<file path="src/rtl/control_unit.sv">
// control_unit: multicycle Moore FSM sequencing the CPU datapath (PC/EPC,
// memory, IR, register bank, A/B, ALUOut, MDR, HI/LO, multiplier).
// Decodes OPCODE/FUNCT and drives every write enable and mux select.
// Supports add/sub/and, mult, mfhi/mflo, addi, lw, sw, beq, bne, j; traps on
// invalid opcode/funct and on ALU overflow through the exception vector table.
//
// Ports:
//   clk, reset (async, active-high)
//   OPCODE, FUNCT        IR fields
//   OVERFLOW, ZERO       ALU flags (combinational)
//   mult_end             multiplier done
//   *_w, mult_control    write enables / mult start pulse
//   Mux_*, ALUOp, LS_control, SS_control   datapath selects
//   state                current state code (debug)
//
// state     | meaning
// ----------+---------------------------------------------------
// RESET     | held in reset, all outputs 0 (encoded as 0)
// FETCH1    | present PC to memory, ALUOut <= PC+4
// FETCHW    | memory wait (MEM_WAIT cycles)
// FETCH3    | IR <= mem, PC <= PC+4
// DECODE    | A/B <= regs, ALUOut <= branch target, dispatch
// R_EX/R_WB | R-type execute / write back to rd
// ADDI_*    | addi execute / write back to rt
// MULT      | one-cycle multiplier start
// MULT_W    | wait for mult_end
// MULT_END  | HI/LO <= product
// MFHL      | rd <= HI or LO
// ADDR      | ALUOut <= A + imm (effective address)
// SW        | memory write
// LD1/LDW   | present load address / memory wait
// LD3/LD_WB | MDR <= mem / rt <= MDR
// BR        | beq/bne resolution
// JUMP      | PC <= jump target
// EXC1      | ALUOut <= PC-4, latch exception code
// EXC2/EXCW | EPC <= ALUOut, read vector byte / memory wait
// EXC4      | PC <= vector

module control_unit #(
    parameter int         MEM_WAIT    = 1,
    parameter logic [1:0] EXC_OP_SEL  = 2'd0,
    parameter logic [1:0] EXC_OVF_SEL = 2'd1
) (
    input  logic       clk,
    input  logic       reset,
    input  logic [5:0] OPCODE,
    input  logic [5:0] FUNCT,
    input  logic       OVERFLOW,
    input  logic       ZERO,
    input  logic       mult_end,
    output logic       PC_w,
    output logic       PC_w_cond,
    output logic       EPC_w,
    output logic       MEM_w,
    output logic       IR_w,
    output logic       ALUOut_w,
    output logic       RB_w,
    output logic       A_w,
    output logic       B_w,
    output logic       HI_w,
    output logic       LO_w,
    output logic       MEM_DATA_REG_w,
    output logic       mult_control,
    output logic [1:0] Mux_PC,
    output logic [1:0] Mux_MEM,
    output logic [1:0] Mux_EXC,
    output logic [1:0] Mux_W_RB,
    output logic [2:0] Mux_W_DT,
    output logic [1:0] Mux_ALUSrcA,
    output logic [1:0] Mux_ALUSrcB,
    output logic [3:0] ALUOp,
    output logic [1:0] LS_control,
    output logic [1:0] SS_control,
    output logic [5:0] state
);

    localparam logic [5:0] S_RESET   = 6'd0,  S_FETCH1  = 6'd1,  S_FETCHW  = 6'd2,
                           S_FETCH3  = 6'd3,  S_DECODE  = 6'd4,  S_R_EX    = 6'd5,
                           S_R_WB    = 6'd6,  S_ADDI_EX = 6'd7,  S_ADDI_WB = 6'd8,
                           S_MULT    = 6'd9,  S_MULT_W  = 6'd10, S_MULT_END= 6'd11,
                           S_MFHL    = 6'd12, S_ADDR    = 6'd13, S_SW      = 6'd14,
                           S_LD1     = 6'd15, S_LDW     = 6'd16, S_LD3     = 6'd17,
                           S_LD_WB   = 6'd18, S_BR      = 6'd19, S_JUMP    = 6'd20,
                           S_EXC1    = 6'd21, S_EXC2    = 6'd22, S_EXCW    = 6'd23,
                           S_EXC4    = 6'd24;

    localparam int              CNT_W     = (MEM_WAIT < 2) ? 1 : $clog2(MEM_WAIT + 1);
    localparam logic [CNT_W-1:0] WAIT_LOAD = CNT_W'(MEM_WAIT);

    logic [5:0]       next_state;
    logic [CNT_W-1:0] wait_cnt;
    logic [1:0]       exc_code;
    logic             wait_done;
    logic             next_is_wait;
    logic [3:0]       r_alu_op;

    assign wait_done    = (wait_cnt <= CNT_W'(1));
    assign next_is_wait = (next_state == S_FETCHW) || (next_state == S_LDW) ||
                          (next_state == S_EXCW);
    assign r_alu_op     = (FUNCT == 6'h22) ? 4'd2 : (FUNCT == 6'h24) ? 4'd3 : 4'd1;

    // State register, wait down-counter and exception-code latch
    always_ff @(posedge clk or posedge reset) begin
        if (reset) begin
            state    <= S_RESET;
            wait_cnt <= '0;
            exc_code <= 2'd0;
        end else begin
            state <= next_state;
            // reload only on entry so each wait sequence lasts exactly MEM_WAIT cycles
            if (next_is_wait && (next_state != state))
                wait_cnt <= WAIT_LOAD;
            else if (wait_cnt != '0)
                wait_cnt <= wait_cnt - CNT_W'(1);
            // only DECODE traps on an invalid encoding; every other entry is overflow
            if (next_state == S_EXC1 && state != S_EXC1)
                exc_code <= (state == S_DECODE) ? EXC_OP_SEL : EXC_OVF_SEL;
        end
    end

    // Next-state logic
    always_comb begin
        next_state = state;
        case (state)
            S_RESET:    next_state = S_FETCH1;
            S_FETCH1:   next_state = S_FETCHW;
            S_FETCHW:   next_state = wait_done ? S_FETCH3 : S_FETCHW;
            S_FETCH3:   next_state = S_DECODE;
            S_DECODE: begin
                case (OPCODE)
                    6'h00: begin
                        case (FUNCT)
                            6'h20, 6'h22, 6'h24: next_state = S_R_EX;
                            6'h18:               next_state = S_MULT;
                            6'h10, 6'h12:        next_state = S_MFHL;
                            default:             next_state = S_EXC1;
                        endcase
                    end
                    6'h08:        next_state = S_ADDI_EX;
                    6'h23, 6'h2B: next_state = S_ADDR;
                    6'h04, 6'h05: next_state = S_BR;
                    6'h02:        next_state = S_JUMP;
                    default:      next_state = S_EXC1;
                endcase
            end
            // and cannot overflow, so only add/sub trap
            S_R_EX:     next_state = (OVERFLOW && FUNCT != 6'h24) ? S_EXC1 : S_R_WB;
            S_R_WB:     next_state = S_FETCH1;
            S_ADDI_EX:  next_state = OVERFLOW ? S_EXC1 : S_ADDI_WB;
            S_ADDI_WB:  next_state = S_FETCH1;
            S_MULT:     next_state = S_MULT_W;
            S_MULT_W:   next_state = mult_end ? S_MULT_END : S_MULT_W;
            S_MULT_END: next_state = S_FETCH1;
            S_MFHL:     next_state = S_FETCH1;
            S_ADDR:     next_state = (OPCODE == 6'h2B) ? S_SW : S_LD1;
            S_SW:       next_state = S_FETCH1;
            S_LD1:      next_state = S_LDW;
            S_LDW:      next_state = wait_done ? S_LD3 : S_LDW;
            S_LD3:      next_state = S_LD_WB;
            S_LD_WB:    next_state = S_FETCH1;
            S_BR:       next_state = S_FETCH1;
            S_JUMP:     next_state = S_FETCH1;
            S_EXC1:     next_state = S_EXC2;
            S_EXC2:     next_state = S_EXCW;
            S_EXCW:     next_state = wait_done ? S_EXC4 : S_EXCW;
            S_EXC4:     next_state = S_FETCH1;
            default:    next_state = S_RESET;
        endcase
    end

    // Output logic
    always_comb begin
        PC_w = 1'b0; PC_w_cond = 1'b0; EPC_w = 1'b0; MEM_w = 1'b0; IR_w = 1'b0;
        ALUOut_w = 1'b0; RB_w = 1'b0; A_w = 1'b0; B_w = 1'b0; HI_w = 1'b0; LO_w = 1'b0;
        MEM_DATA_REG_w = 1'b0; mult_control = 1'b0;
        Mux_PC = 2'd0; Mux_MEM = 2'd0; Mux_EXC = 2'd0; Mux_W_RB = 2'd0; Mux_W_DT = 3'd0;
        Mux_ALUSrcA = 2'd0; Mux_ALUSrcB = 2'd0; ALUOp = 4'd0;
        LS_control = 2'd0; SS_control = 2'd0;
        case (state)
            S_FETCH1:   begin Mux_ALUSrcB = 2'd1; ALUOp = 4'd1; ALUOut_w = 1'b1; end
            S_FETCHW:   begin Mux_ALUSrcB = 2'd1; ALUOp = 4'd1; end
            S_FETCH3:   begin IR_w = 1'b1; Mux_PC = 2'd1; PC_w = 1'b1; end
            S_DECODE:   begin A_w = 1'b1; B_w = 1'b1; Mux_ALUSrcB = 2'd3; ALUOp = 4'd1;
                              ALUOut_w = 1'b1; end
            S_R_EX:     begin Mux_ALUSrcA = 2'd1; ALUOp = r_alu_op; end
            S_R_WB:     begin Mux_ALUSrcA = 2'd1; ALUOp = r_alu_op; Mux_W_RB = 2'd1;
                              RB_w = 1'b1; end
            S_ADDI_EX:  begin Mux_ALUSrcA = 2'd1; Mux_ALUSrcB = 2'd2; ALUOp = 4'd1; end
            S_ADDI_WB:  begin Mux_ALUSrcA = 2'd1; Mux_ALUSrcB = 2'd2; ALUOp = 4'd1;
                              RB_w = 1'b1; end
            S_MULT:     mult_control = 1'b1;
            S_MULT_END: begin HI_w = 1'b1; LO_w = 1'b1; end
            S_MFHL:     begin RB_w = 1'b1; Mux_W_RB = 2'd1;
                              Mux_W_DT = (FUNCT == 6'h10) ? 3'd3 : 3'd4; end
            S_ADDR:     begin Mux_ALUSrcA = 2'd1; Mux_ALUSrcB = 2'd2; ALUOp = 4'd1;
                              ALUOut_w = 1'b1; end
            S_SW:       begin Mux_MEM = 2'd1; MEM_w = 1'b1; end
            S_LD1,
            S_LDW:      Mux_MEM = 2'd1;
            S_LD3:      begin Mux_MEM = 2'd1; MEM_DATA_REG_w = 1'b1; end
            S_LD_WB:    begin Mux_W_DT = 3'd1; RB_w = 1'b1; end
            // PC_w here is the one Mealy output: the branch resolves on the live ZERO flag
            S_BR:       begin Mux_ALUSrcA = 2'd1; ALUOp = 4'd2; Mux_PC = 2'd1;
                              PC_w = (OPCODE == 6'h04) ? ZERO : ~ZERO; end
            S_JUMP:     begin Mux_PC = 2'd2; PC_w = 1'b1; end
            S_EXC1:     begin Mux_ALUSrcB = 2'd1; ALUOp = 4'd2; ALUOut_w = 1'b1; end
            S_EXC2:     begin EPC_w = 1'b1; Mux_MEM = 2'd3; Mux_EXC = exc_code; end
            S_EXCW:     begin Mux_MEM = 2'd3; Mux_EXC = exc_code; end
            S_EXC4:     begin Mux_MEM = 2'd3; Mux_ALUSrcA = 2'd2; PC_w = 1'b1; end
            default:    ;
        endcase
    end

endmodule

</file>
<file path="config.mk">
export PLATFORM = sky130hd
export DESIGN_NAME = control_unit
export DESIGN_NICKNAME = d
export VERILOG_FILES = /design/src/rtl/control_unit.sv
export SDC_FILE = /design/constraint.sdc
export NUM_CORES = 1
export LEC_CHECK = 0
export BUFFER_PORTS_ARGS = -buffer_cell sky130_fd_sc_hd__clkbuf_2
export CORE_ASPECT_RATIO = 1.5
export CORE_UTILIZATION = 30
export CTS_BUF_LIST = sky130_fd_sc_hd__clkbuf_8
export CTS_CLUSTER_SIZE = 28
export DETAILED_ROUTE_END_ITERATION = 7
export PLACE_DENSITY = 0.54
export SETUP_SLACK_MARGIN = 0.2
export SYNTH_ARGS = -nofsm -noshare
export SYNTH_HDL_FRONTEND = slang
export SYNTH_SLANG_ARGS = --single-unit
</file>
<file path="constraint.sdc">
create_clock -name clk -period 2.1 [get_ports clk]
set_input_delay 0.42 -clock clk [delete_from_list [all_inputs] [get_ports clk]]
set_output_delay 0.42 -clock clk [all_outputs]
set_load 0.02 [all_outputs]
</file>
Word level (Yosys, flattened, before mapping)
Cells that the tools add are included.

$lt $le $gt $ge: 1. Equal/unequal tests: 43. Reduce and logical (&&, ||, !) cells: 26. Div/mod/pow operators: 0. Multiply operators: 0. Add/subtract/negate cells: 1. Bitwise gates (word level): 1. Mux-type cells: 35. Shift operators: 0.

Operators with widths (count): $pmux 6 s16 (1); $eq 6x5->1 const B (15); $eq 6x4->1 const B (9); $eq 6x3->1 const B (6); $eq 6x6->1 const B (5); $pmux 6 s5 (1); $eq 6x2->1 const B (4); $mux 1 (18); $reduce_or 2->1 (8); $pmux 5 s3 (1); $reduce_or 3->1 (5); $logic_not 6->1 (2); $pmux 2 s2 (3); $pmux 2 s3 (2); $reduce_or 4->1 (3); $reduce_or 6->1 (2); $mux 5 (2); $reduce_or 10->1 (1); $eq 6x1->1 const B (1); $mux 2 (3); $ne 6x5->1 const B (1); $ne 6x6->1 (1); $ne 6x6->1 const B (1); $pmux 3 s2 (1); 8 further kinds (11).

Bits in latches: 0. Memories kept: 0. Bits in read-only memories: 0. RAM bits: 0. Input port bits: 17. Logic and storage cells: 110. Register bits after elaboration: 9.

Depth between registers and ports, before layout
Word-level depth: 10. Gate-level depth with buffers: 7. Depth with buffers taken out: 5.

Least setup slack after synthesis
OpenSTA, ideal clock, no wires.

Path kind: register -> output. From: register state[1]. To: output LO_w. Arrival time: 1.867 ns. Path slack: -0.187 ns. Stages on the path, launching flop included: 7. Path buffers: 4. Cells stage by stage: dfrtp_1 > buf_2 > buf_2 > buf_2 > nand2_1 > nor3_1 > buf_4.

Cells in the longest elaborated chain, start to end: 2.

RTL lines: from (decl) (line 74) `output logic [5:0] state`; from (signal assigned) (line 109) `state <= next_state;`; $eq 6x4->1; $mux 1; to (decl) (line 61) `output logic LO_w,`.

Every way passes these cells.

Worst setup path after layout
From: register state[2]. To: output Mux_MEM[1].

Cells in the longest elaborated chain, start to end: 3. Elaborated cells between the ends (all ways): 10. Those cells by class: eq/ne: 7; mux: 1; reduce/logical: 2.

RTL lines: $eq 6x5->1 or $eq 6x4->1 (tied branches) (line 179) `case (state)`; $reduce_or 4->1 (no source line) or $reduce_or 3->1 (tied branches); $pmux 2 s2 * (line 179); to (decl) (line 65) `output logic [1:0] Mux_MEM,`.

Mark *: on every way between the ends. The rest lies on a longest branch, timed or not.

==> results by group <==
Die
  – IO Pins: 59
  – CORE AREA: a little over 4000 sq um
  – Site Rows: 28
  – Die area: 4600 sq um
  – Die Y-Extent: 82.5 microns
  – Die width: 55.7 microns
  – Initial Util: 0.322

Yosys
  – Fraction of registers with async set/reset: 1.00
  – Top_reg_cell synth: dfrtp_1
  – Synth area leaders: dfrtp_1, buf_4, nor2_1
  – Most frequent cell after synthesis: nor2_1
  – Post-synth EDFFs: 0
  – Cells after Synth: just under 200
  – Area share of the leading cell type in the synthesized netlist: 0.116
  – Netlist cell types: 53
  – Syn_area_per_cell: 6.65 sq um
  – Synth Register Bits: 6
  – Mapped Area: between 1000 and 1500 sq um
  – Post-synthesis sequential area ratio: 0.116
  – Syn. warnings: 0
  – Most area-hungry cell type in the Yosys netlist: dfrtp_1
  – List of most frequent post-synthesis cells: nor2_1, a21oi_1, nand2_1

Setup path
  – CP Launch Point: state[2]
  – Worst path max stage delay: 0.45 ns
  – Critical Path End: Mux_MEM[1]
  – CP max stage cell: dfrtp_2
  – Worst setup SP type: register
  – R2R cell count: 10
  – Critical Path Fanout Max: 5
  – R2R Path End: exc_code[0]
  – Req. time, crit path: 1.68 ns
  – CP Capture Type: primary output
  – Path type of the worst setup path: reg -> out
  – R2R Setup Slk: ~0.2 ns
  – Worst r2r src: state[2]
  – Worst Path Arrival: 1.65 ns
  – Worst-path cell chain: buf_6 -> buf_12 -> nand2b_4 -> nor3_2 -> a21oi_1 -> nor2_1 -> clkbuf_4

Clock tree
  – Hold_buf cts: 0
  – Clk buf depth: 2
  – # clock sinks: 6
  – CTS tree: yes
  – Worst skew pair latency: between 0.2 and 0.25 ns
  – Root Buffer Master: clkbuf_8
  – H-Tree Depth: 1
  – CTS clk-pin slew, worst paths: 0.03 ns
  – Total CTS buffers: 3

Final layout
  – Final nets: 296
  – Layout Area Growth over Synthesis: 78.1%
  – Post-layout util: 0.574
  – Ant. Diodes: 0
  – Share of cells above drive strength 1: 0.563
  – Total of fill cells in the finished design: between 300 and 400
  – Design area: 2310 sq um

Hold path
  – Hold crit path type: in -> async

Place
  – Dpl hpwl: about 3300 microns
  – Pre-CTS setup slack: 0.0325 ns
  – RePlAce Congestion: 0.879
  – I/O Buffers: 48
  – Placed Instance Area: 1660 sq um

Route
  – DR vias/cell: approximately 5.5
  – Final WL: 5010 microns
  – DRC Markers: 0
  – Drt first pass iters: 4
  – Antenna Nets Post-Route: 0
  – WL/cell: ~16 microns
  – Total number of vias: 1781
  – Drt initial violations: 82

Global routing
  – First-pass GRT wire length: ~7200 microns
  – Gr usage total: 0.198
  – Initial antenna violation count: 0
  – Grt total ovfl: 0
  – Largest net degree at the start of global routing: 22
  – Vias in the first global route: 1639

Timing
  – Setup TNS: 0 ns
  – Fin crit share: 0.985
  – RSZ-0062 raised after global routing: true
  – Fmax: just under 500 MHz
  – Slew Viols, Final: 0
  – Skew final: approximately 0.0013 ns
  – Final Hold Viols: 0
  – Final-report setup violation count: 0
  – Post-layout min period: just over 2 ns
  – Final setup margin: between 0.03 and 0.04 ns

Power
  – Design Power: ~3200 uW
  – Leakage: 0.00105 uW
  – VDD IR-drop max: 0.991 mV
  – Cell Pwr Density: 1390 nW/um^2

Outcome
  – Status: finished, final reports clean

Run
  – Max-cap violations: 0
==> sequential cells by signal (all words and copies together) (netlist names) <==
register,cells
exc_code,1
state,5
==> per-stage QoR <==
stage / instances / hold slack (ns)
after floorplan: 204 / 0.211
after global placement: 291 / 0.322
after detailed placement: 291 / 0.319
after CTS: 314 / 0.0874
after global routing: 322 / 0.102
final: 322 / 0.0853
==> layer usage <==
metal	vias up	GRT usage	routed length, microns
met1	842	0.208	1810
met3	18	0.0234	253
li1	847	-	-
met4	0	0.108	168
met2	74	0.382	2770
met5	-	0	0
==> worst max-delay path, delay by kind of cell, from the launching register on <==
kind            cells  cell delay (ns)
compound gates      1             0.07
buf+inv             3             0.44
flops               1             0.45
simple gates        3             0.45
==> area by class of cell <==
class / count / area, sq um / area share
Inverter: 7 / 31.3 / 0.0135
Timing Repair Buffer: 96 / 816 / 0.353
Tap cell: 45 / 56.3 / 0.0244
Sequential cell: 6 / 154 / 0.0666
Multi-Input combinational cell: 165 / 1210 / 0.525
Clock buffer: 3 / 41.3 / 0.0179
==> worst min path at each step <==
stage | start | end | slack (ns) | cells past startpoint
2_1_floorplan | reset | exc_code[0] | 0.21 | 1
3_3_place_gp | reset | state[3] | 0.32 | 2
5_1_grt | reset | state[3] | 0.10 | 2
4_1_cts | reset | state[3] | 0.09 | 2
3_5_place_dp | reset | state[3] | 0.32 | 2
6_report | reset | state[3] | 0.09 | 2
==> power breakdown <==
group	switching, uW	leakage, uW	internal, uW	total (uW)
sequential	97.3	0.0000701	174	271
clock	45.1	0.0000216	123	168
combinational	1460	0.000961	1320	2770
total	1600	0.00105	1610	3210
==> cells by family (layout without fill, tap and decap cells) <==
logic type,count (synthesis),count (layout),synth area share
other,1,10,0.00289
xor gates and xnor gates,3,3,0.0203
and+or+nand+nor,96,96,0.427
DFF,6,6,0.116
AOI/OAI and AO/OA,56,56,0.289
buffers and inverters,33,106,0.145
==> cells in the final DEF (no fill, tap or decap), drive strengths merged, types with 2 or more instances in the layout <==
master   synthesis  final
o21ai           11     11
and2             2      2
nand3            5      5
nor3b            4      4
o211ai           2      2
nand2           15     15
o2111ai          2      2
nand2b           7      7
a21oi           16     16
conb             1     10
a31oi            7      7
inv              7      7
clkbuf           0     30
dfrtp            6      6
a211oi           5      5
xor2             2      2
nor2b            5      5
nor3            12     12
nand3b           5      5
and2b            3      3
and3             2      2
buf             26     68
a21o             2      2
nor2            26     26
==> what timing repair did <==
action	CTS	global route
hold endpoints to repair	0	0
setup endpoints to repair	26	27
gates cloned	1	1
pin swaps	12	20
gates resized for setup	59	62
buffers inserted	19	7
Power figures use the tool's default switching activity.
